==> config.mk <==
export PLATFORM = sky130hd
export DESIGN_NAME = ram_arbiter_2ch_flat
export DESIGN_NICKNAME = d
export VERILOG_FILES = /design/src/rtl/ram_arbiter_2ch_pkg.sv /design/src/rtl/ram_arbiter_2ch_if.sv /design/src/rtl/ram_arbiter_2ch_rr_arb2.sv /design/src/rtl/ram_arbiter_2ch.sv /design/src/flat_wrapper.sv
export SDC_FILE = /design/constraint.sdc
export NUM_CORES = 1
export LEC_CHECK = 0
export CAP_MARGIN = 20
export CORE_UTILIZATION = 60
export CTS_BUF_LIST = sky130_fd_sc_hd__clkbuf_8 sky130_fd_sc_hd__clkbuf_16
export CTS_CLUSTER_DIAMETER = 80
export DETAILED_ROUTE_END_ITERATION = 7
export DONT_BUFFER_PORTS = 1
export GPL_ROUTABILITY_DRIVEN = 0
export PLACE_DENSITY = 0.76
export SLEW_MARGIN = 0
export SYNTH_ARGS = -nofsm -noshare
export SYNTH_HDL_FRONTEND = slang
export SYNTH_SLANG_ARGS = --single-unit
==> constraint.sdc <==
create_clock -name clk -period 2.87 [get_ports clk]
set_clock_uncertainty 0.05 [all_clocks]
set_input_delay 0.1435 -clock clk [delete_from_list [all_inputs] [get_ports clk]]
set_output_delay 0.1435 -clock clk [all_outputs]
set_load 0.02 [all_outputs]
==> src/rtl/ram_arbiter_2ch_pkg.sv <==
// Shared widths, op codes and state encoding for the two-channel RAM controller.
package ram_ctrl_pkg;
  localparam int DATABIT      = 8;
  localparam int ADDRBIT      = 4;
  localparam int NOOFLOCATION = 16;

  localparam logic OP_WRITE = 1'b1;
  localparam logic OP_READ  = 1'b0;

  typedef enum logic [1:0] {
    ST_CLEAR  = 2'd0,
    ST_IDLE   = 2'd1,
    ST_ACCESS = 2'd2,
    ST_RESP   = 2'd3
  } state_t;
endpackage

==> src/rtl/ram_arbiter_2ch_if.sv <==
// Client request/response bus plus RAM-side bus of the two-channel arbiter.
interface ram_arbiter_2ch_if;
  import ram_ctrl_pkg::*;

  logic [1:0]           req_valid;
  logic [1:0]           req_ready;
  logic [1:0]           req_wr_rd;
  logic [2*ADDRBIT-1:0] req_add;
  logic [2*DATABIT-1:0] req_wdata;
  logic [1:0]           rsp_valid;
  logic [DATABIT-1:0]   rsp_rdata;
  logic                 mem_valid;
  logic                 mem_wr_rd;
  logic [ADDRBIT-1:0]   mem_add;
  logic [DATABIT-1:0]   mem_writedata;
  logic [DATABIT-1:0]   mem_readdata;
  logic                 mem_ready;

  modport slave (
    input  req_valid, req_wr_rd, req_add, req_wdata, mem_readdata, mem_ready,
    output req_ready, rsp_valid, rsp_rdata, mem_valid, mem_wr_rd, mem_add, mem_writedata
  );

  modport master (
    output req_valid, req_wr_rd, req_add, req_wdata, mem_readdata, mem_ready,
    input  req_ready, rsp_valid, rsp_rdata, mem_valid, mem_wr_rd, mem_add, mem_writedata
  );
endinterface

==> src/rtl/ram_arbiter_2ch_rr_arb2.sv <==
// Two-way round-robin pick: a lone requester wins, a tie goes to the channel not served last.
module rr_arb2 (
  input  logic [1:0] req,
  input  logic       rr_last,
  output logic       gnt_valid,
  output logic       gnt_idx
);
  always_comb begin
    gnt_valid = |req;
    if (req == 2'b11) gnt_idx = ~rr_last;
    else              gnt_idx = req[1];
  end
endmodule

==> src/rtl/ram_arbiter_2ch.sv <==
// Shares one single-port RAM between two clients: zero-clears it after reset, then serves
// one round-robin transaction at a time and pulses a completion to the owner.
//   state     | meaning
//   ST_CLEAR  | sweeping zeros into every RAM word
//   ST_IDLE   | waiting for clear_req or a client request
//   ST_ACCESS | latched transaction on the RAM bus until mem_ready
//   ST_RESP   | one-cycle completion to the owning channel
module ram_arbiter_2ch
  import ram_ctrl_pkg::*;
(
  input  logic clk,
  input  logic rst,
  input  logic clear_req,
  output logic busy,
  output logic init_done,
  ram_arbiter_2ch_if.slave bus
);
  localparam logic [ADDRBIT-1:0] LAST_ADDR = ADDRBIT'(NOOFLOCATION - 1);

  state_t             state, state_nxt;
  logic [ADDRBIT-1:0] clr_cnt;
  logic               rr_last, own_q, op_q;
  logic [ADDRBIT-1:0] add_q;
  logic [DATABIT-1:0] wdata_q, rdata_q;
  logic               gnt_valid, gnt_idx, accept;

  logic [1:0]         req_ready, rsp_valid;
  logic [DATABIT-1:0] rsp_rdata, mem_writedata;
  logic               mem_valid, mem_wr_rd;
  logic [ADDRBIT-1:0] mem_add;

  rr_arb2 u_arb (
    .req       (bus.req_valid),
    .rr_last   (rr_last),
    .gnt_valid (gnt_valid),
    .gnt_idx   (gnt_idx)
  );

  assign accept = (state == ST_IDLE) && !clear_req && gnt_valid;
  assign busy   = (state != ST_IDLE);

  // Outputs are forced quiet while rst is held, even though the state already reads CLEAR.
  always_comb begin
    state_nxt     = state;
    mem_valid     = 1'b0;
    mem_wr_rd     = 1'b0;
    mem_add       = '0;
    mem_writedata = '0;
    req_ready     = 2'b00;
    rsp_valid     = 2'b00;
    rsp_rdata     = rdata_q;
    if (!rst) begin
      case (state)
        ST_CLEAR: begin
          mem_valid = 1'b1;
          mem_wr_rd = OP_WRITE;
          mem_add   = clr_cnt;
          if (bus.mem_ready && clr_cnt == LAST_ADDR) state_nxt = ST_IDLE;
        end
        ST_IDLE: begin
          if (clear_req) begin
            state_nxt = ST_CLEAR;
          end else if (gnt_valid) begin
            req_ready[gnt_idx] = 1'b1;
            state_nxt          = ST_ACCESS;
          end
        end
        ST_ACCESS: begin
          mem_valid     = 1'b1;
          mem_wr_rd     = op_q;
          mem_add       = add_q;
          mem_writedata = wdata_q;
          if (bus.mem_ready) state_nxt = ST_RESP;
        end
        ST_RESP: begin
          rsp_valid[own_q] = 1'b1;
          if (op_q == OP_READ) rsp_rdata = bus.mem_readdata;
          state_nxt = ST_IDLE;
        end
        default: state_nxt = ST_CLEAR;
      endcase
    end
  end

  always_ff @(posedge clk or posedge rst) begin
    if (rst) begin
      state     <= ST_CLEAR;
      clr_cnt   <= '0;
      rr_last   <= 1'b1;
      init_done <= 1'b0;
      own_q     <= 1'b0;
      op_q      <= OP_READ;
      add_q     <= '0;
      wdata_q   <= '0;
      rdata_q   <= '0;
    end else begin
      state <= state_nxt;
      if (state == ST_CLEAR && bus.mem_ready) begin
        clr_cnt <= clr_cnt + 1'b1;
        if (clr_cnt == LAST_ADDR) init_done <= 1'b1;
      end
      if (accept) begin
        own_q   <= gnt_idx;
        rr_last <= gnt_idx;
        op_q    <= bus.req_wr_rd[gnt_idx];
        add_q   <= gnt_idx ? bus.req_add[2*ADDRBIT-1:ADDRBIT] : bus.req_add[ADDRBIT-1:0];
        wdata_q <= gnt_idx ? bus.req_wdata[2*DATABIT-1:DATABIT] : bus.req_wdata[DATABIT-1:0];
      end
      if (state == ST_RESP && op_q == OP_READ) rdata_q <= bus.mem_readdata;
    end
  end

  assign bus.req_ready     = req_ready;
  assign bus.rsp_valid     = rsp_valid;
  assign bus.rsp_rdata     = rsp_rdata;
  assign bus.mem_valid     = mem_valid;
  assign bus.mem_wr_rd     = mem_wr_rd;
  assign bus.mem_add       = mem_add;
  assign bus.mem_writedata = mem_writedata;
endmodule

==> src/flat_wrapper.sv <==
// flat-port wrapper written by rule: the top's interface ports become plain ports
module ram_arbiter_2ch_flat import ram_ctrl_pkg::*;
  (clk, rst, clear_req, busy, init_done, bus_req_valid, bus_req_wr_rd, bus_req_add, bus_req_wdata, bus_mem_readdata, bus_mem_ready, bus_req_ready, bus_rsp_valid, bus_rsp_rdata, bus_mem_valid, bus_mem_wr_rd, bus_mem_add, bus_mem_writedata);
  ram_arbiter_2ch_if bus_i ();
  input  logic clk;
  input  logic rst;
  input  logic clear_req;
  output logic busy;
  output logic init_done;
  input wire logic [$bits(bus_i.req_valid)-1:0] bus_req_valid;
  input wire logic [$bits(bus_i.req_wr_rd)-1:0] bus_req_wr_rd;
  input wire logic [$bits(bus_i.req_add)-1:0] bus_req_add;
  input wire logic [$bits(bus_i.req_wdata)-1:0] bus_req_wdata;
  input wire logic [$bits(bus_i.mem_readdata)-1:0] bus_mem_readdata;
  input wire logic [$bits(bus_i.mem_ready)-1:0] bus_mem_ready;
  output wire logic [$bits(bus_i.req_ready)-1:0] bus_req_ready;
  output wire logic [$bits(bus_i.rsp_valid)-1:0] bus_rsp_valid;
  output wire logic [$bits(bus_i.rsp_rdata)-1:0] bus_rsp_rdata;
  output wire logic [$bits(bus_i.mem_valid)-1:0] bus_mem_valid;
  output wire logic [$bits(bus_i.mem_wr_rd)-1:0] bus_mem_wr_rd;
  output wire logic [$bits(bus_i.mem_add)-1:0] bus_mem_add;
  output wire logic [$bits(bus_i.mem_writedata)-1:0] bus_mem_writedata;
  assign bus_i.req_valid = bus_req_valid;
  assign bus_i.req_wr_rd = bus_req_wr_rd;
  assign bus_i.req_add = bus_req_add;
  assign bus_i.req_wdata = bus_req_wdata;
  assign bus_i.mem_readdata = bus_mem_readdata;
  assign bus_i.mem_ready = bus_mem_ready;
  assign bus_req_ready = bus_i.req_ready;
  assign bus_rsp_valid = bus_i.rsp_valid;
  assign bus_rsp_rdata = bus_i.rsp_rdata;
  assign bus_mem_valid = bus_i.mem_valid;
  assign bus_mem_wr_rd = bus_i.mem_wr_rd;
  assign bus_mem_add = bus_i.mem_add;
  assign bus_mem_writedata = bus_i.mem_writedata;
  ram_arbiter_2ch u_core (.clk(clk), .rst(rst), .clear_req(clear_req), .busy(busy), .init_done(init_done), .bus(bus_i));
endmodule
# After elaboration in Yosys (flattened, before gate mapping)
# Index checks and enable logic that the tools add are counted.
[word_totals]
in_bits = 40
ff_bits = 30
output_inout_bits = 28
wordCells = 70
[classes]
add_sub_neg = 1
eq_ne = 9
n_lt_le_gt_ge = 4
reduce_logical = 13
muxes = 31
bitwise_logic = 3
[ops]
columns = ["cell", "n"]
rows = [
  ["2-to-1 mux 8 bit", 6],
  ["2-to-1 mux 2 bit", 10],
  ["2-to-1 mux 1 bit", 8],
  ["2-to-1 mux 4 bit", 2],
  ["case mux 2 bit (4 select lines)", 1],
  ["case mux 4 bit (2 select lines)", 1],
  ["logical AND 1 bit", 7],
  ["equality test 2 bit, second input constant", 3],
  ["adder 4 x 1 -> 4 bit, second input constant", 1],
  ["equality test 4 bit, second input constant", 1],
  ["less-than comparator 1 x 2 -> 1 bit, second input constant", 2],
  ["!= test 2 x 1 -> 1 bit, second input constant", 2],
  ["AND reduction 4 bit", 1],
  ["OR reduction 2 bit", 2],
  ["!= test 3 x 2 -> 1 bit, second input constant", 1],
  ["inverter 1 bit", 3],
  ["demux 1 bit (select 1 bit)", 2],
  ["equality test 2 x 1 -> 1 bit, second input constant", 1],
  ["greater-or-equal comparator 1 bit, second input constant", 2],
  ["zero test 2 bit", 1],
  ["!= test 2 bit, second input constant", 1],
  ["case mux 1 bit (2 select lines)", 1],
  ["AND reduction 2 bit", 1],
  ["zero test 1 bit", 1],
]

# Depth between registers and ports, before layout
# Gate-level depths: netlist of the first run.
[logic_depth]
ltp_word = 10
mapped_depth = 6
mapped_depth_nobuf = 5

# Modules after synthesis
# A second synthesis of the first run with hierarchy kept.
[hier_totals]
hier_cells = 153
area_unflattened_um2 = 1659.1
[by_module_without_submodules]
columns = ["mod", "cells_each", "area_each_um2", "instances", "seq_area_each_um2"]
rows = [
  ["ram_arbiter_2ch", 151, 1645.3, 1, 752.0],
  ["rr_arb2", 2, 13.8, 1, 0.0],
]

# Worst setup path after synthesis of the first run
# Ideal clock, no wire load.
[synth_path]
kind = "reg2out"
from = "register u_core.state[1]"
to = "output port bus_req_ready[0]"
required_time_ns = 2.677
path_buffers = 1
t_arrival_ns = 1.751
path_slack_ns = 0.925
stages_incl_launch_ff = 7
cell_sequence = "dfrtp_1 -> inv_1 -> ha_1 -> and2b_1 -> o21a_2 -> buf_4 -> nor3b_1"
[synth_between]
elab_chain_len = 3
[synth_lines]
columns = ["element", "line_no", "text"]
rows = [
  ["from (decl)", "ram_arbiter_2ch.sv:20", "state_t state, state_nxt;"],
  ["from (signal assigned)", "ram_arbiter_2ch.sv:97", "state <= state_nxt;"],
  ["equality test 2 x 1 -> 1 bit", "ram_arbiter_2ch.sv:53", "case (state)"],
  ["2-to-1 mux 2 bit", "ram_arbiter_2ch.sv:53", ""],
  ["2-to-1 mux 2 bit", "ram_arbiter_2ch.sv:52", "if (!rst) begin"],
  ["to (decl)", "flat_wrapper.sv:16", "output wire logic [$bits(bus_i.req_ready)-1:0] bus_req_ready;"],
]
# No other way between the ends.

# Worst setup path in the final report of the first run
# Same ends and word-level chain as after synthesis.

==> metrics.txt, run 1 <==
# TYPE chip_impl_metric gauge
chip_impl_info{name="outcome",value="complete, no violations"} 1
chip_impl_info{name="critical_path.reg2reg.endpoint",value="u_core.state[0]"} 1
chip_impl_metric{name="route.antenna.remaining_nets",unit=""} 0
chip_impl_metric{name="setup_total_negative_slack",unit="ns"} 0
chip_impl_metric{name="finalMaxSlewViolations",unit=""} 0
chip_impl_info{name="setup_repair_after_global_routing_missed_its_margin",value="no"} 1
chip_impl_metric{name="detailedRoute.firstPassIterationCount",unit=""} 4
chip_impl_metric{name="power_switching",unit="uW"} 708
chip_impl_metric{name="routed-via-count",unit=""} 1128
chip_impl_metric{name="synth_mux_area_share",unit="%"} 31.7
chip_impl_metric{name="drt_iter0_drc",unit=""} 36
chip_impl_metric{name="grt_usage",unit="%"} 23.6
chip_impl_metric{name="cellLeakagePower",unit="nW"} 0.860
chip_impl_metric{name="final_hold_viol_count",unit=""} 0
chip_impl_info{name="ys_top_cells_by_count",value="32 x mux2_2, 29 x dfrtp_1, 10 x and2_1, 10 x mux2_4, 7 x nor2_1"} 1
chip_impl_info{name="end_kind",value="output port"} 1
chip_impl_metric{name="crit_fanout",unit=""} 5
chip_impl_metric{name="worstHoldPathCells",unit=""} 2
chip_impl_metric{name="clk_path_buf_depth",unit=""} 2
chip_impl_metric{name="yosys_warnings",unit=""} 0
chip_impl_metric{name="ys_types",unit=""} 31
chip_impl_metric{name="io_pins",unit=""} 68
chip_impl_metric{name="synthAdderAreaFrac",unit="%"} 3.66
chip_impl_metric{name="post_cts_resize_count",unit=""} 0
chip_impl_metric{name="die_area",unit="sq mm"} 0.00307
chip_impl_metric{name="seq_area_frac_synth",unit="%"} 44.0
chip_impl_metric{name="syn_nets",unit=""} 181
chip_impl_metric{name="min_period_over_period",unit="%"} 79.0
chip_impl_info{name="hold_start",value="bus_mem_ready"} 1
chip_impl_metric{name="clk_pin_slew",unit="ns"} 0.06
chip_impl_metric{name="share_of_power_burned_in_the_clock_network",unit="%"} 17.4
chip_impl_info{name="critical_path_type",value="flip-flop to output port"} 1
chip_impl_metric{name="met3_wirelength",unit="um"} 242
chip_impl_metric{name="die_w",unit="um"} 55.4
chip_impl_metric{name="grt_overflow_total",unit=""} 0
chip_impl_info{name="synth_top_cell_by_area",value="dfrtp_1"} 1
chip_impl_metric{name="drt_wl_total",unit="um"} 3510
chip_impl_metric{name="area_growth_syn_to_layout",unit="%"} 13.4
chip_impl_metric{name="antenna_found_initial",unit=""} 0
chip_impl_metric{name="peakVddDrop",unit="uV"} 706
chip_impl_info{name="critical_r2r_launch",value="u_core.state[0]"} 1
chip_impl_metric{name="regToRegSetupSlack",unit="ns"} 0.94
chip_impl_metric{name="r2r_cells",unit=""} 5
chip_impl_metric{name="ys_seq_elements",unit=""} 30
chip_impl_info{name="dominant_combinational_cell_family_by_area_after_synthesis",value="multiplexers"} 1
chip_impl_metric{name="port-buffer-count",unit=""} 0
chip_impl_metric{name="synthXorXnorAreaFrac",unit="%"} 1.54
chip_impl_metric{name="htree_num_levels",unit=""} 2
chip_impl_metric{name="post_synth_instance_area",unit="sq mm"} 0.00171
chip_impl_metric{name="avgViaCountPerCell",unit=""} 6.16
chip_impl_metric{name="coreArea",unit="sq mm"} 0.00259
chip_impl_metric{name="max_freq",unit="MHz"} 441
chip_impl_metric{name="synth_compound_gate_area_share",unit="%"} 6.29
chip_impl_metric{name="postSynthAreaPerCell",unit="sq um"} 12.6
chip_impl_metric{name="insertedDiodeCount",unit=""} 0
chip_impl_metric{name="worst_ep_arrival_time",unit="ns"} 2.07
chip_impl_metric{name="asyncSetResetFlopFracSynth",unit="%"} 100
chip_impl_info{name="yosysMostFrequentCell",value="mux2_2"} 1
chip_impl_info{name="start_kind",value="flip-flop"} 1
chip_impl_metric{name="cp_data_required_time",unit="ns"} 2.68
chip_impl_info{name="routed.top_layer",value="met4"} 1
chip_impl_metric{name="fp.dieH",unit="um"} 55.4
chip_impl_info{name="clockRootBuffer",value="clkbuf_8"} 1
chip_impl_metric{name="post_route_cells_drive_above_1_share",unit="%"} 37.3
chip_impl_metric{name="detail_route.wl_per_cell",unit="um"} 19.2
chip_impl_metric{name="timing.max_cap.violations",unit=""} 0
chip_impl_metric{name="max_slew.worst_pin.slew",unit="ns"} 0.814
chip_impl_metric{name="post_synth_inst_count",unit=""} 136
chip_impl_metric{name="min_period",unit="ns"} 2.27
chip_impl_info{name="hold_path_end",value="u_core.clr_cnt[0]"} 1
chip_impl_metric{name="first_pass_grt_wire_length",unit="um"} 5600
chip_impl_metric{name="cts.sink_count",unit=""} 30
chip_impl_metric{name="pin_count_of_the_biggest_net_entering_global_routing",unit=""} 33
chip_impl_metric{name="powerDensity",unit="mW/mm^2"} 993
chip_impl_info{name="postSynth.topFlopCell",value="dfrtp_1"} 1
chip_impl_metric{name="synth_top_area_share",unit="%"} 42.4
chip_impl_info{name="holdCritPathClass",value="input pin to flip-flop"} 1
chip_impl_metric{name="power.share.switching",unit="%"} 36.7
chip_impl_metric{name="synth_simple_gate_area_share",unit="%"} 9.88
chip_impl_metric{name="fin_hold_ws",unit="ns"} 0.00625
chip_impl_metric{name="drt-met1-wl",unit="um"} 1460
chip_impl_metric{name="route.detailed.drc",unit=""} 0
chip_impl_metric{name="numCtsBuffers",unit=""} 5
chip_impl_metric{name="cts_setup_buffers",unit=""} 0
chip_impl_metric{name="grt_pass1_vias",unit=""} 1179
chip_impl_metric{name="worstSkewPairLatency",unit="ns"} 0.27
chip_impl_info{name="tritoncts",value="done"} 1
chip_impl_metric{name="wl_met2",unit="um"} 1790
chip_impl_metric{name="sequentialPowerShare",unit="%"} 41.1
chip_impl_metric{name="combinationalPowerShare",unit="%"} 41.5
chip_impl_metric{name="hpwl",unit="um"} 2480
chip_impl_metric{name="slew_headroom",unit="%"} 45.6
chip_impl_metric{name="initial_utilization",unit="%"} 66.0
chip_impl_metric{name="rows",unit=""} 18
chip_impl_metric{name="synth-edff-count",unit=""} 0
chip_impl_info{name="synthTopCellsByArea",value="dfrtp_1 42%, mux2_2 21%, mux2_4 8.8%, and2_1 3.7%, ha_1 3.7%"} 1
chip_impl_metric{name="report.final.setup_viol",unit=""} 0
chip_impl_metric{name="pre_cts_slack",unit="ns"} 0.943
chip_impl_metric{name="cellInternalPower",unit="mW"} 1.22
chip_impl_metric{name="post-route-worst-setup-slack",unit="ns"} 0.602
chip_impl_metric{name="nets",unit=""} 197
==> worst max path at each step <==
| stage | from | to | cells after the start |
|---|---|---|---|
| 3_3_place_gp | u_core.state[0] | bus_rsp_rdata[4] | 5 |
| 5_1_grt | u_core.state[0] | bus_rsp_rdata[4] | 5 |
| 2_1_floorplan | u_core.state[1] | bus_req_ready[0] | 6 |
| 6_report | u_core.state[1] | bus_req_ready[0] | 5 |
| 3_5_place_dp | u_core.state[1] | bus_req_ready[0] | 5 |
| 4_1_cts | u_core.state[1] | bus_req_ready[0] | 5 |
==> cell type report <==
cell class	instances	area, sq um
flip-flops and latches	30	752
clock inverters	2	8.76
inverters	5	18.8
repair buffers	14	133
well taps	30	37.5
multi-input cells	96	907
clock buffers	6	82.6
fillers	175	651
==> power groups by stage <==
| stage | combinational, mW | sequential [mW] | clock, mW |
|---|---|---|---|
| after detailed placement | 0.773 | 0.795 | 0 |
| after CTS | 0.800 | 0.789 | 0.344 |
| final | 0.799 | 0.791 | 0.336 |
| after global placement | 0.747 | 0.772 | 0 |
| after global routing | 0.861 | 0.816 | 0.359 |
| after floorplan | 0.683 | 0.746 | 0 |
==> logic make-up (layout without fill, tap and decap cells) <==
kind of cell	count (synthesis)	count (layout)
xor gates and xnor gates	3	3
adders and majority gates	5	5
and+or+nand+nor	30	30
buffers and inverters	10	27
muxes	45	45
DFF	30	30
AOI/OAI and AO/OA	13	13
==> state kept, by name, indices dropped and copies added (netlist names) <==
| name | flops |
|---|---|
| u_core.rdata_q | 8 |
| u_core.wdata_q | 8 |
| u_core.add_q | 4 |
| u_core.clr_cnt | 4 |
| u_core.state | 2 |
| u_core.init_done | 1 |
| u_core.op_q | 1 |
| u_core.own_q | 1 |
| u_core.rr_last | 1 |
==> worst max-delay path, cell delays in order (launching register included) <==
cell	delay, ns
dfrtp_1	0.40
inv_1	0.11
ha_1	0.23
and2b_1	0.22
o21a_2	0.17
nor3b_1	0.67
==> per-layer routing <==
layer	vias up	GRT usage (%)
met2	56	40.3
met4	0	6.43
met1	556	29.4
met5	-	0
li1	514	-
met3	2	6.32
==> through the flow <==
step	power, mW	cells	util, %	instance area, sq um
2_1_floorplan	1.43	136	-	1710
3_3_place_gp	1.52	164	67.1	1740
3_5_place_dp	1.57	164	67.1	1740
4_1_cts	1.93	183	74.9	1940
5_1_grt	2.04	183	74.9	1940
6_report	1.93	183	74.9	1940
==> timing repair <==
item / CTS / global route
setup endpoints to repair: 0 / 0
hold buffers: 11 / 0
hold endpoints to repair: 38 / 0
==> layout by cell type (no fill, tap or decap), drive strengths merged <==
cell type,n
a21boi,1
inv,6
o21ai,2
and3,2
nor4b,1
nand4,2
o21a,1
ha,5
dlygate4sd3,11
nor2,7
clkinv,1
xnor2,3
mux2,43
a41o,1
a2111oi,1
dfstp,1
nor3b,1
clkbuf,6
buf,3
nor2b,3
dfrtp,29
a22oi,3
mux2i,2
a31oi,1
nand2,2
a21oi,3
and2b,1
nand3,1
and2,10
No activity file was read; power rests on OpenSTA's default activity.
==> run 2: changes to the inputs <==
- clock period: 2.87 -> 2.32 ns (I/O delays scaled with it)
==> run 2 against run 1 <==
Sequential power grew 23%. Worst setup slack lost 0.42 ns. Global-route usage decreased by 0.99 points. Flip-flop and latch count unchanged. Core utilization is 0.63 points higher. Routed wire length decreased by 5.0%. Hold slack improved by 0.055 ns. Non-clock buffer count rose by 1. First-iteration DRC count grew 19%. Clock power up 26%. Critical path depth is 1 higher. Critical endpoint unchanged. Largest power group unchanged.
==> metrics.txt, run 2 (same netlist as run 1, synthesis figures left out) <==
# TYPE chip_impl_metric gauge
chip_impl_info{name="outcome",value="complete, no violations"} 1
chip_impl_metric{name="htree_num_levels",unit=""} 2
chip_impl_info{name="start_kind",value="flip-flop"} 1
chip_impl_metric{name="cts.sink_count",unit=""} 30
chip_impl_metric{name="worst_ep_arrival_time",unit="ns"} 1.97
chip_impl_info{name="tritoncts",value="done"} 1
chip_impl_metric{name="fp.dieH",unit="um"} 55.4
chip_impl_metric{name="cellLeakagePower",unit="nW"} 0.865
chip_impl_metric{name="crit_fanout",unit=""} 15
chip_impl_metric{name="detailedRoute.firstPassIterationCount",unit=""} 4
chip_impl_metric{name="min_period_over_period",unit="%"} 92.2
chip_impl_metric{name="dpl.cell_count",unit=""} 164
chip_impl_metric{name="timing.max_cap.violations",unit=""} 0
chip_impl_metric{name="regToRegSetupSlack",unit="ns"} 0.47
chip_impl_metric{name="final_hold_viol_count",unit=""} 0
chip_impl_metric{name="multi_input_gate_area_in_the_final_layout",unit="sq um"} 913
chip_impl_info{name="critical_path_type",value="flip-flop to output port"} 1
chip_impl_metric{name="grt_overflow_total",unit=""} 0
chip_impl_metric{name="numCtsBuffers",unit=""} 5
chip_impl_metric{name="coreArea",unit="sq mm"} 0.00259
chip_impl_metric{name="cp_data_required_time",unit="ns"} 2.15
chip_impl_metric{name="slew_headroom",unit="%"} 58.9
chip_impl_info{name="layout_common_cells",value="32 x mux2_2, 29 x dfrtp_1, 12 x dlygate4sd3_1"} 1
chip_impl_metric{name="clk_path_buf_depth",unit=""} 2
chip_impl_info{name="critical_r2r_launch",value="u_core.state[1]"} 1
chip_impl_metric{name="pin_count_of_the_biggest_net_entering_global_routing",unit=""} 33
chip_impl_metric{name="pre_cts_slack",unit="ns"} 0.392
chip_impl_metric{name="num-fill-cells",unit=""} 175
chip_impl_info{name="largest_registers",value="u_core.rdata_q (8), u_core.wdata_q (8)"} 1
chip_impl_metric{name="detail_route.wl_per_cell",unit="um"} 18.1
chip_impl_metric{name="insertedDiodeCount",unit=""} 0
chip_impl_metric{name="grt_pass1_vias",unit=""} 1166
chip_impl_metric{name="postLayoutCoreUtil",unit="%"} 75.5
chip_impl_metric{name="power.share.switching",unit="%"} 36.4
chip_impl_metric{name="r2r_cells",unit=""} 6
chip_impl_metric{name="route.antenna.remaining_nets",unit=""} 0
chip_impl_metric{name="route.detailed.drc",unit=""} 0
chip_impl_metric{name="share_of_power_burned_in_the_clock_network",unit="%"} 17.8
chip_impl_metric{name="routed-via-count",unit=""} 1103
chip_impl_metric{name="first_pass_grt_wire_length",unit="um"} 5400
chip_impl_metric{name="io_pins",unit=""} 68
chip_impl_metric{name="min_period",unit="ns"} 2.14
chip_impl_metric{name="post_route_cells_drive_above_1_share",unit="%"} 37.0
chip_impl_metric{name="power_switching",unit="uW"} 865
chip_impl_info{name="critical_path.reg2reg.endpoint",value="u_core.rr_last"} 1
chip_impl_metric{name="sequentialPowerShare",unit="%"} 40.9
chip_impl_metric{name="report.final.setup_viol",unit=""} 0
chip_impl_metric{name="port-buffer-count",unit=""} 0
chip_impl_info{name="hold_path_end",value="u_core.add_q[3]"} 1
chip_impl_metric{name="avgViaCountPerCell",unit=""} 5.99
chip_impl_metric{name="powerDensity",unit="mW/mm^2"} 1210
chip_impl_metric{name="register_area",unit="sq um"} 752
chip_impl_metric{name="combinationalPowerShare",unit="%"} 41.3
chip_impl_metric{name="instances_no_fill",unit=""} 184
chip_impl_metric{name="worstHoldPathCells",unit=""} 2
chip_impl_metric{name="grt_usage",unit="%"} 22.6
chip_impl_metric{name="area_growth_syn_to_layout",unit="%"} 14.3
chip_impl_metric{name="initial_utilization",unit="%"} 66.0
chip_impl_info{name="clockRootBuffer",value="clkbuf_8"} 1
chip_impl_metric{name="die_w",unit="um"} 55.4
chip_impl_metric{name="peakVddDrop",unit="uV"} 903
chip_impl_metric{name="antenna_found_initial",unit=""} 0
chip_impl_info{name="hold_start",value="bus_req_add[7]"} 1
chip_impl_metric{name="cellInternalPower",unit="mW"} 1.51
chip_impl_info{name="end_kind",value="output port"} 1
chip_impl_metric{name="nets",unit=""} 198
chip_impl_metric{name="drt_iter0_drc",unit=""} 43
chip_impl_metric{name="finalMaxSlewViolations",unit=""} 0
chip_impl_metric{name="post-route-worst-setup-slack",unit="ns"} 0.180
chip_impl_metric{name="clk_pin_slew",unit="ns"} 0.07
chip_impl_info{name="holdCritPathClass",value="input pin to flip-flop"} 1
chip_impl_metric{name="drt_wl_total",unit="um"} 3340
chip_impl_metric{name="die_area",unit="sq mm"} 0.00307
chip_impl_metric{name="hpwl",unit="um"} 2250
chip_impl_metric{name="max_freq",unit="MHz"} 467
chip_impl_metric{name="max_slew.worst_pin.slew",unit="ns"} 0.615
chip_impl_info{name="mostFrequentLayoutCell",value="mux2_2"} 1
chip_impl_metric{name="setup_total_negative_slack",unit="ns"} 0
chip_impl_metric{name="rows",unit=""} 18
chip_impl_info{name="setup_repair_after_global_routing_missed_its_margin",value="no"} 1
chip_impl_metric{name="worstSkewPairLatency",unit="ns"} 0.28
-- run 2: cell types whose count changed in the layout (fill, tap and decap cells not counted), sizes merged --
cell	previous run	this run
dlygate4sd3	11	12
-- run 2: worst max-delay path: stages (launching register included) --
cell and delay (ns):
dfrtp_1 0.40, inv_1 0.11, ha_1 0.22, and2b_1 0.23, o21a_4 0.29, nor3b_1 0.26, buf_4 0.18
-- run 2: how the worst max path moves through the flow --
| stage | to | slack, ns | start | depth (start not counted) |
|---|---|---|---|---|
| 2_1_floorplan | bus_req_ready[0] | 0.40 | u_core.state[1] | 6 |
| 6_report | bus_req_ready[0] | 0.18 | u_core.state[1] | 6 |
| 4_1_cts | bus_req_ready[0] | 0.08 | u_core.state[1] | 6 |
| 3_3_place_gp | bus_req_ready[0] | 0.51 | u_core.state[1] | 6 |
| 3_5_place_dp | bus_req_ready[0] | 0.39 | u_core.state[1] | 6 |
| 5_1_grt | bus_req_ready[0] | 0.03 | u_core.state[1] | 6 |
-- run 2: area by class of cell --
class	instances	area share [%]
Multi-Input combinational cell	96	46.7
Sequential cell	30	38.5
Timing Repair Buffer	15	7.29
Clock buffer	6	4.22
Tap cell	30	1.92
Inverter	5	0.960
Clock inverter	2	0.448
-- run 2: through the flow --
| stage | hold slack, ns | total power, mW | cell area [sq um] |
|---|---|---|---|
| after detailed placement | 0.0873 | 1.92 | 1740 |
| after floorplan | 0.136 | 1.77 | 1710 |
| after CTS | 0.0567 | 2.37 | 1950 |
| final | 0.0614 | 2.37 | 1960 |
| after global placement | 0.0778 | 1.87 | 1740 |
| after global routing | 0.0503 | 2.52 | 1960 |
-- run 2: routing by layer --
metal  routed length (um)  share of wire, %  track usage, %
met1                 1420                43            28.6
met3                  244               7.3            6.09
met4                   21              0.63            7.86
met2                 1650                49            37.2
met5                    0                 0               0
-- run 2: timing repair --
action / 4_1_cts / 5_1_grt
hold buffers: 12 / 0
setup endpoints to repair: 0 / 1
hold endpoints to repair: 44 / 0
gates resized for setup: 0 / 1
buffers inserted: 0 / 0
-- run 2: power by group through the flow --
stage	logic, mW	clock network (mW)	registers [mW]
detailed placement	0.942	0	0.975
global route	1.05	0.458	1.01
floorplan	0.845	0	0.923
finish	0.980	0.423	0.970
CTS	0.977	0.431	0.967
global placement	0.917	0	0.954
